===== config.mk =====
export PLATFORM = sky130hd
export DESIGN_NAME = riscv_hazard_fwd_unit
export DESIGN_NICKNAME = d
export VERILOG_FILES = /design/src/rtl/riscv_pkg.sv /design/src/rtl/hazard_port_resolve.sv /design/src/rtl/riscv_hazard_fwd_unit.sv
export SDC_FILE = /design/constraint.sdc
export NUM_CORES = 1
export LEC_CHECK = 0
export BUFFER_PORTS_ARGS = -buffer_cell sky130_fd_sc_hd__clkbuf_2
export CORE_AREA = 3 3 122 124
export DETAILED_ROUTE_END_ITERATION = 10
export DIE_AREA = 0 0 125 127
export HOLD_SLACK_MARGIN = 0.1
export PLACE_DENSITY_LB_ADDON = 0.08
export REMOVE_ABC_BUFFERS = 1
export SYNTH_ARGS = -nofsm -noshare
export SYNTH_HDL_FRONTEND = slang
export SYNTH_SLANG_ARGS = --single-unit

===== constraint.sdc =====
create_clock -name clk_100MHz -period 3.5 [get_ports clk_100MHz]
set_clock_uncertainty 0.2 [all_clocks]
set_input_delay 0.35 -clock clk_100MHz [delete_from_list [all_inputs] [get_ports clk_100MHz]]
set_output_delay 0.35 -clock clk_100MHz [all_outputs]
set_load 0.01 [all_outputs]

===== src/rtl/riscv_pkg.sv =====
`default_nettype none
// ============================================================================
// Module      : riscv_pkg
// Description : Shared types and constants for the operand hazard/forwarding
//               unit: scoreboard entry layout and forward-select sizing.
// Revision    : 1.0 - initial release
// ============================================================================
package riscv_pkg;

    localparam int                    REG_ADDR_W = 5;
    localparam logic [REG_ADDR_W-1:0] REG_X0     = '0;

    typedef struct packed {
        logic                  valid;
        logic [REG_ADDR_W-1:0] rd;
        logic                  wen;
        logic                  is_load;
    } sb_entry_t;

    // Select 0 means register file, k+1 means scoreboard entry k.
    function automatic int fwd_sel_width(input int pipe_depth);
        return $clog2(pipe_depth + 1);
    endfunction

endpackage
`default_nettype wire


===== src/rtl/hazard_port_resolve.sv =====
`default_nettype none
// ============================================================================
// Module      : hazard_port_resolve
// Description : Per-source-operand match, youngest-wins priority, load
//               readiness check and operand mux against the scoreboard.
// Revision    : 1.0 - initial release
// ============================================================================
module hazard_port_resolve
    import riscv_pkg::*;
#(
    parameter int XLEN       = 32,
    parameter int PIPE_DEPTH = 3,
    parameter int LOAD_STAGE = 1,
    parameter int SEL_W      = fwd_sel_width(PIPE_DEPTH)
) (
    input  logic [PIPE_DEPTH-1:0]            sb_valid_i,
    input  logic [PIPE_DEPTH-1:0]            sb_wen_i,
    input  logic [PIPE_DEPTH-1:0]            sb_is_load_i,
    input  logic [PIPE_DEPTH*REG_ADDR_W-1:0] sb_rd_i,
    input  logic [REG_ADDR_W-1:0]            rs_addr_i,
    input  logic                             rs_used_i,
    input  logic [XLEN-1:0]                  rf_data_i,
    input  logic [PIPE_DEPTH*XLEN-1:0]       stage_data_i,
    output logic [XLEN-1:0]                  operand_o,
    output logic [SEL_W-1:0]                 fwd_sel_o,
    output logic                             stall_req_o
);

    logic             w_hit;
    logic             w_ready;
    logic [SEL_W-1:0] w_sel;
    logic [XLEN-1:0]  w_data;

    // Scan oldest to youngest so the last hit written is the youngest producer.
    always_comb begin
        w_hit   = 1'b0;
        w_ready = 1'b0;
        w_sel   = '0;
        w_data  = '0;
        for (int k = PIPE_DEPTH - 1; k >= 0; k--) begin
            if (sb_valid_i[k] && sb_wen_i[k] && rs_used_i &&
                (rs_addr_i != REG_X0) &&
                (sb_rd_i[k*REG_ADDR_W +: REG_ADDR_W] == rs_addr_i)) begin
                w_hit   = 1'b1;
                w_ready = !sb_is_load_i[k] || (k >= LOAD_STAGE);
                w_sel   = SEL_W'(k + 1);
                w_data  = stage_data_i[k*XLEN +: XLEN];
            end
        end
    end

    assign operand_o   = (w_hit && w_ready) ? w_data : rf_data_i;
    assign fwd_sel_o   = (w_hit && w_ready) ? w_sel  : '0;
    assign stall_req_o = w_hit && !w_ready;

endmodule
`default_nettype wire


===== src/rtl/riscv_hazard_fwd_unit.sv =====
`default_nettype none
// ============================================================================
// Module      : riscv_hazard_fwd_unit
// Description : Scoreboard-based operand forwarding, load-use stall and
//               flush control with saturating stall/forward counters.
// Revision    : 1.0 - initial release
// ============================================================================
module riscv_hazard_fwd_unit
    import riscv_pkg::*;
#(
    parameter int XLEN         = 32,
    parameter int NUM_RD_PORTS = 2,
    parameter int PIPE_DEPTH   = 3,
    parameter int LOAD_STAGE   = 1,
    parameter int CNT_W        = 32
) (
    input  logic                                          clk_100MHz,
    input  logic                                          reset,
    input  logic                                          issue_valid_i,
    input  logic [4:0]                                    issue_rd_i,
    input  logic                                          issue_wen_i,
    input  logic                                          issue_is_load_i,
    input  logic [NUM_RD_PORTS*5-1:0]                     rs_addr_i,
    input  logic [NUM_RD_PORTS-1:0]                       rs_used_i,
    input  logic [NUM_RD_PORTS*XLEN-1:0]                  rf_data_i,
    input  logic [PIPE_DEPTH*XLEN-1:0]                    stage_data_i,
    input  logic                                          flush_i,
    output logic [NUM_RD_PORTS*XLEN-1:0]                  operand_o,
    output logic [NUM_RD_PORTS*$clog2(PIPE_DEPTH+1)-1:0]  fwd_sel_o,
    output logic                                          stall_o,
    output logic [CNT_W-1:0]                              stall_cnt_o,
    output logic [CNT_W-1:0]                              fwd_cnt_o
);

    localparam int SEL_W = fwd_sel_width(PIPE_DEPTH);

    sb_entry_t                        r_sb [PIPE_DEPTH];
    logic [CNT_W-1:0]                 r_stall_cnt;
    logic [CNT_W-1:0]                 r_fwd_cnt;

    logic [PIPE_DEPTH-1:0]            w_sb_valid;
    logic [PIPE_DEPTH-1:0]            w_sb_wen;
    logic [PIPE_DEPTH-1:0]            w_sb_is_load;
    logic [PIPE_DEPTH*REG_ADDR_W-1:0] w_sb_rd;
    logic [NUM_RD_PORTS-1:0]          w_stall_req;
    logic                             w_issue_accept;
    logic                             w_any_fwd;
    sb_entry_t                        w_entry0;

    // Valid is masked during reset so the reset cycle already behaves as empty.
    generate
        for (genvar k = 0; k < PIPE_DEPTH; k++) begin : g_sb_flat
            assign w_sb_valid[k]                          = r_sb[k].valid && !reset;
            assign w_sb_wen[k]                            = r_sb[k].wen;
            assign w_sb_is_load[k]                        = r_sb[k].is_load;
            assign w_sb_rd[k*REG_ADDR_W +: REG_ADDR_W]    = r_sb[k].rd;
        end
    endgenerate

    generate
        for (genvar p = 0; p < NUM_RD_PORTS; p++) begin : g_port
            hazard_port_resolve #(
                .XLEN       (XLEN),
                .PIPE_DEPTH (PIPE_DEPTH),
                .LOAD_STAGE (LOAD_STAGE),
                .SEL_W      (SEL_W)
            ) u_resolve (
                .sb_valid_i   (w_sb_valid),
                .sb_wen_i     (w_sb_wen),
                .sb_is_load_i (w_sb_is_load),
                .sb_rd_i      (w_sb_rd),
                .rs_addr_i    (rs_addr_i[p*REG_ADDR_W +: REG_ADDR_W]),
                .rs_used_i    (rs_used_i[p]),
                .rf_data_i    (rf_data_i[p*XLEN +: XLEN]),
                .stage_data_i (stage_data_i),
                .operand_o    (operand_o[p*XLEN +: XLEN]),
                .fwd_sel_o    (fwd_sel_o[p*SEL_W +: SEL_W]),
                .stall_req_o  (w_stall_req[p])
            );
        end
    endgenerate

    assign stall_o        = issue_valid_i && !flush_i && (|w_stall_req);
    assign w_issue_accept = issue_valid_i && !stall_o && !flush_i;
    assign w_any_fwd      = |fwd_sel_o;

    always_comb begin
        w_entry0 = '0;
        if (w_issue_accept) begin
            w_entry0.valid   = 1'b1;
            w_entry0.rd      = issue_rd_i;
            w_entry0.wen     = issue_wen_i;
            w_entry0.is_load = issue_is_load_i;
        end
    end

    always_ff @(posedge clk_100MHz) begin
        if (reset) begin
            for (int k = 0; k < PIPE_DEPTH; k++) begin
                r_sb[k] <= '0;
            end
        end else begin
            for (int k = PIPE_DEPTH - 1; k > 0; k--) begin
                r_sb[k] <= r_sb[k-1];
            end
            r_sb[0] <= w_entry0;
        end
    end

    always_ff @(posedge clk_100MHz) begin
        if (reset) begin
            r_stall_cnt <= '0;
            r_fwd_cnt   <= '0;
        end else begin
            if (stall_o && !(&r_stall_cnt)) begin
                r_stall_cnt <= r_stall_cnt + CNT_W'(1);
            end
            if (w_any_fwd && !stall_o && !(&r_fwd_cnt)) begin
                r_fwd_cnt <= r_fwd_cnt + CNT_W'(1);
            end
        end
    end

    assign stall_cnt_o = r_stall_cnt;
    assign fwd_cnt_o   = r_fwd_cnt;

endmodule
`default_nettype wire

==> results of run 1 <==
## how the worst max path moves through the flow
stage                     slack (ps)  cells after the start         start       endpoint
final                            160                      8    r_sb[0][5]  operand_o[14]
after global routing             0.3                     10    r_sb[0][5]  operand_o[14]
after CTS                         80                     10    r_sb[0][5]  operand_o[14]
after detailed placement         170                     10  rs_addr_i[1]  operand_o[17]
after global placement           240                     10  rs_addr_i[1]  operand_o[17]
after floorplan                -1220                      6  rs_addr_i[5]  operand_o[34]
## timing repair
item / in CTS / in global routing
endpoints found under the hold margin: 8 / 0
hold buffers: 8 / 0
resized for setup: 1 / 3
setup endpoints to repair: 1 / 29
buffers inserted: 0 / 4
gates cloned: 0 / 1
pin swaps: 0 / 3
## final cells by class
cell class,count,area [sq um],area share [%]
well taps,180,225,2.75
inverters,8,30.0,0.366
diodes,1,2.50,0.0305
multi-input cells,652,4010,48.9
clock inverters,5,42.5,0.519
flip-flops and latches,86,1720,21.0
repair buffers,350,1910,23.3
clock buffers,11,253,3.08
## power breakdown
| group | total [uW] | internal, uW | switching, uW |
|---|---|---|---|
| registers | 989 | 983 | 5.42 |
| clock network | 927 | 527 | 400 |
| logic | 297 | 139 | 158 |
| total | 2210 | 1650 | 563 |
## state kept, by name (all words and copies together), names as in the netlist
register and flops:
r_sb 22, stall_cnt_o 32, fwd_cnt_o 32
## per-layer routing
metal,up-vias,global-route usage (%),part of all wire (%),wire [microns]
li1,3618,-,-,-
met1,3424,38.4,42,10600
met2,349,47.6,47,11700
met3,50,7.32,8.2,2070
met4,2,8.42,2.9,727
met5,-,0,0.052,13
## stage by stage
stage | total power (uW) | util [%] | instance area [sq um]
2_1_floorplan | 1100 | - | 5720
3_3_place_gp | 1300 | 56.0 | 7770
3_5_place_dp | 1300 | 56.0 | 7770
4_1_cts | 2230 | 58.7 | 8150
5_1_grt | 2290 | 59.1 | 8200
6_report | 2210 | 59.1 | 8200
## worst max-delay path, cell delays in order (launching register included)
cell	delay (ps)
dfxtp_1	350
xor2_1	170
or4_4	560
or3_1	430
nor2_1	190
nor2_4	120
buf_6	210
o21ai_0	220
clkbuf_2	170
## kinds of logic after synthesis
logic type | Yosys count | synth area share, %
AOI/OAI and AO/OA | 268 | 30.0
DFF | 86 | 28.9
adders and majority gates | 2 | 0.420
buffers and inverters | 65 | 4.57
xor gates and xnor gates | 51 | 7.49
muxes | 3 | 0.525
and+or+nand+nor | 327 | 28.1
## cells in the final DEF (no fill, tap or decap), types with 3 or more instances in the layout
cell type,count
or4_1,9
a21oi_1,41
clkbuf_2,315
and4_1,7
nand3_1,24
o21ai_1,9
clkinv_4,3
o31ai_1,32
dfxtp_1,86
buf_4,22
o21ai_0,106
or4_4,3
nor2_2,4
xnor2_1,24
nor4_1,3
buf_12,4
a221o_1,40
a221oi_1,24
nand4_1,23
and2_1,13
dlygate4sd3_1,8
inv_1,8
xor2_1,27
or3_1,34
nor3_1,7
nand2_1,98
nor2_4,4
nor2_1,62
and3_1,11
clkbuf_16,9
nor2b_1,17
o211a_1,3
==> out/metrics.csv, run 1 <==
metric,value,unit
Die X,125,microns
initial antenna violation count,2,
Avg Inst Size Synth,7.43,sq um
RSZ-0062 raised after global routing,false,
Routability Congestion,0.992,
GR Util All Layers,29.2,%
Final setup viols,0,
most frequent cell after synthesis,o21ai_0,
DR vias,7443,
cell taking the most area after synthesis,dfxtp_1,
fraction of registers with async set or reset after synthesis,0,%
post-route insts no fill,1293,
DRC,0,
pin count of the biggest net entering global routing,80,
Worst R2R Setup Slack,450,ps
Max Slew Vio Count,0,
PnR worst setup slack,162,ps
Yosys warnings,0,
Yosys reg bits,86,
first-pass GRT wire length,37400,microns
layout cells sized above 1,34.2,%
Hold Path End,r_sb[0][15],
"Clk pin slew, worst setup/hold paths",60,ps
Leak,0.00364,uW
Synth Cell Area,5960,sq um
Final Hold Fails,0,
H-tree Lvls,3,
Pre-antenna DRT Iters,7,
aggregate global routing overflow,0,
reg2reg start,r_sb[0][2],
clk buf depth,2,
Hold Crit Class,reg -> reg,
DRT Wirelength,25100,microns
Setup Crit Path Kind,reg -> out,
later-pin clock latency in the skew report,340,ps
status,"finished, final reports clean",
CP Capture Type,output port,
dominant synthesized flop cell,dfxtp_1,
IO Port Bufs,315,
HPWL Detailed,19900,microns
hold depth,1,
Synth top area share,28.9,%
Max-slew headroom,42.2,%
drt initial violations,589,
Via density,5.76,
Std-Cell Rows,43,
DRT antenna net count,0,
Fmax,300,MHz
number of top-level pins,316,
die height,127,microns
core area,13900,sq um
MaxCap Viol Count,0,
Reg2Reg Capture Point,stall_cnt_o[19],
most common library cells after synthesis,"o21ai_0 (106), nand2_1 (98), dfxtp_1 (86), nor2_1 (68), clkbuf_1 (51)",
period utilisation layout,95.4,%
Initial Util,43.0,%
DR WL/cell,19.4,microns
Critical Path AT,2790,ps
CP Launch Type,register,
Hold Startpoint,r_sb[0][7],
fin crit period,3340,ps
fillcell total,1412,
setup TNS,0,ps
CTS Sinks,86,
area grow syn2layout,37.6,%
CTS Buf Count,9,
Hold Slack,300,ps
PwrDens,270,nW/um^2
Post-Syn Instances,802,
NumNets Final,1292,
sequential element share of the synthesized area,28.9,%
Critical Path Fanout Max,46,
vias in the first global route,6642,
CTS tree,yes,
Netlist cell types,50,
Synth area leaders,"dfxtp_1 (29%), o21ai_0 (8.9%), a221o_1 (6.7%), nand2_1 (6.2%), nor2_1 (4.3%)",
reg2reg path depth,8,
Least-Margin Pin Slew,864,ps
dpl cells,1263,
Die ar.,15900,sq um
Clk Tree Root Cell,clkbuf_16,
Post-synth EDFFs,0,
"Req. time, crit path",2950,ps
worst vdd ir,308,uV
Setup Slack @ Placement,174,ps
Power figures use the tool's default switching activity.
==> run 2, diff against run 1 <==
Settings changed: CTS_CLUSTER_DIAMETER set to 150, MAX_ROUTING_LAYER set to met4.
==> run 2 against run 1 <==
  * Routed wire length is 2.2% lower
  * Sequential cell count unchanged
  * Die area unchanged
  * Via count fell by 0.63%
  * Utilization is 0.063 points higher
  * Final cell count shrank 0.46%
  * Cell area rose by 0.11%
  * Register-to-register slack hardly changed
==> out/metrics.csv, run 2 (same netlist as run 1, synthesis figures left out) <==
metric,value,unit,change
Max-slew headroom,41.8,%,-0.42 points
status,"finished, final reports clean",,
Initial Util,43.0,%,unchanged
DRC,0,,unchanged
initial antenna violation count,2,,unchanged
fillcell total,1367,,-3.2%
Setup Crit Path Kind,reg -> out,,
GR Util All Layers,30.5,%,+1.3 points
combinational share of power,12.8,%,-0.6 points
vias in the first global route,6812,,+2.6%
CP Capture Type,output port,,
post-route insts no fill,1287,,-0.46%
sw frac,23.5,%,-1.9 points
drt initial violations,700,,+19%
Via density,5.75,,-0.17%
Setup Slack @ Placement,298,ps,+124 ps
"Req. time, crit path",2950,ps,about the same
Least-Margin Pin Slew,870,ps,+6.28 ps
clock power share,44.5,%,+2.6 points
H-tree Lvls,3,,unchanged
DRT antenna net count,0,,unchanged
CP Launch Type,register,,
period utilisation layout,96.3,%,+0.93 points
die height,127,microns,unchanged
internal power,1770,uW,+7.2%
Clk Tree Root Cell,clkbuf_16,,
Post-CTS Setup Bufs,0,,unchanged
pin count of the biggest net entering global routing,80,,unchanged
"commonest non-fill, non-tap cell in the layout",clkbuf_2,,
Die ar.,15900,sq um,unchanged
HPWL Detailed,19600,microns,-1.1%
CTS tree,yes,,
Fmax,297,MHz,-0.97%
most frequent cells in the layout,"clkbuf_2 (315), o21ai_0 (106), nand2_1 (98)",,
Final Hold Fails,0,,unchanged
"Largest stage delay, worst path",580,ps,+20 ps
number of top-level pins,316,,unchanged
CTS Buf Count,9,,unchanged
clk buf depth,2,,unchanged
core area,13900,sq um,unchanged
RSZ-0062 raised after global routing,false,,
DR vias,7396,,-0.63%
P_sw,545,uW,-3.3%
Final setup viols,0,,unchanged
Hold Slack,296,ps,-3.69 ps
Die X,125,microns,unchanged
DRT Wirelength,24500,microns,-2.2%
"Clk pin slew, worst setup/hold paths",60,ps,about the same
fin crit period,3370,ps,+32.6 ps
dpl cells,1262,,-0.079%
aggregate global routing overflow,0,,unchanged
DR WL/cell,19.1,microns,-1.7%
later-pin clock latency in the skew report,340,ps,about the same
"Top cell by count, worst path",o21ai_0,,
Multi-input gate area,4010,sq um,about the same
Pre-antenna DRT Iters,5,,-2
Routability Congestion,0.991,,-0.11%
Flop pwr share,42.7,%,-2.0 points
first-pass GRT wire length,38000,microns,+1.5%
Leak,0.00364,uW,about the same
Std-Cell Rows,43,,unchanged
Final Power,2310,uW,+4.6%
Critical Path Fanout Max,24,,-48%
area grow syn2layout,37.7,%,
Max Slew Vio Count,0,,unchanged
MaxCap Viol Count,0,,unchanged
PnR worst setup slack,129,ps,-32.6 ps
NumNets Final,1286,,-0.46%
Hold Crit Class,reg -> reg,,
PwrDens,282,nW/um^2,+4.4%
slowest CP cell,or4_4,,
"Critical Path, Cell by Cell",xor2_1 > or4_4 > nor3_4 > buf_12 > a221o_1 > o21ai_0 > o21ai_0 > clkbuf_2,,
layout cells sized above 1,33.7,%,-0.51 points
register area,1720,sq um,unchanged
Critical Path AT,2820,ps,+30 ps
IO Port Bufs,315,,unchanged
worst vdd ir,252,uV,-18%
CTS Sinks,86,,unchanged
==> run 2: changes by cell type in the layout (fill, tap and decap cells not counted), sizes merged <==
cell,change
inv,+1
buf,-5
nor2,-1
bufinv,+2
diode,+1
clkinv,-4
==> run 2: what timing repair did <==
item,in CTS,in global routing
endpoints found under the hold margin,8,0
setup endpoints to repair,0,35
gates resized for setup,0,3
hold buffers,8,0
==> run 2: critical path, delay by kind of cell, from the launching register on <==
family / cells / cell delay (ps)
XOR/XNOR: 1 / 180
buffers and inverters: 2 / 440
flip-flops: 1 / 340
AND/OR/NAND/NOR: 2 / 890
AO/OA/AOI/OAI: 3 / 620
==> run 2: cell type report <==
cell class,instances,area share [%]
diodes,2,0.0610
clock buffers,11,2.96
flip-flops and latches,86,21.0
multi-input cells,651,48.9
inverters,8,0.366
well taps,180,2.74
clock inverters,4,0.945
repair buffers,345,23.1
==> run 2: worst paths after layout <==
check	start	endpoint	slack, ps	cells after the start
setup / recovery	r_sb[0][2]	operand_o[39]	130	8
hold / removal	fwd_cnt_o[22]	fwd_cnt_o[22]	300	2
setup reg to reg	r_sb[0][2]	stall_cnt_o[19]	440	8
hold reg to reg	fwd_cnt_o[22]	fwd_cnt_o[22]	300	2
==> run 2: through the flow <==
step | instance area (sq um) | utilization [%] | setup TNS, ps
3_3_place_gp | 7790 | 56.1 | 0
2_1_floorplan | 5720 | - | -67200
6_report | 8210 | 59.1 | 0
3_5_place_dp | 7790 | 56.1 | 0
5_1_grt | 8210 | 59.1 | 0
4_1_cts | 8190 | 59.0 | 0
==> run 2: power by group through the flow <==
stage | logic [uW] | clock network, uW | registers (uW)
after floorplan | 85.9 | 0 | 1010
after global placement | 287 | 0 | 1010
after detailed placement | 286 | 0 | 1010
after CTS | 294 | 1050 | 989
after global routing | 324 | 1090 | 989
final | 296 | 1030 | 989
==> run 2: per-layer routing <==
metal,global-route usage [%],wire length [microns]
met5,-,0
met4,9.95,811
met3,7.36,1900
met2,46.4,11200
met1,40.0,10600
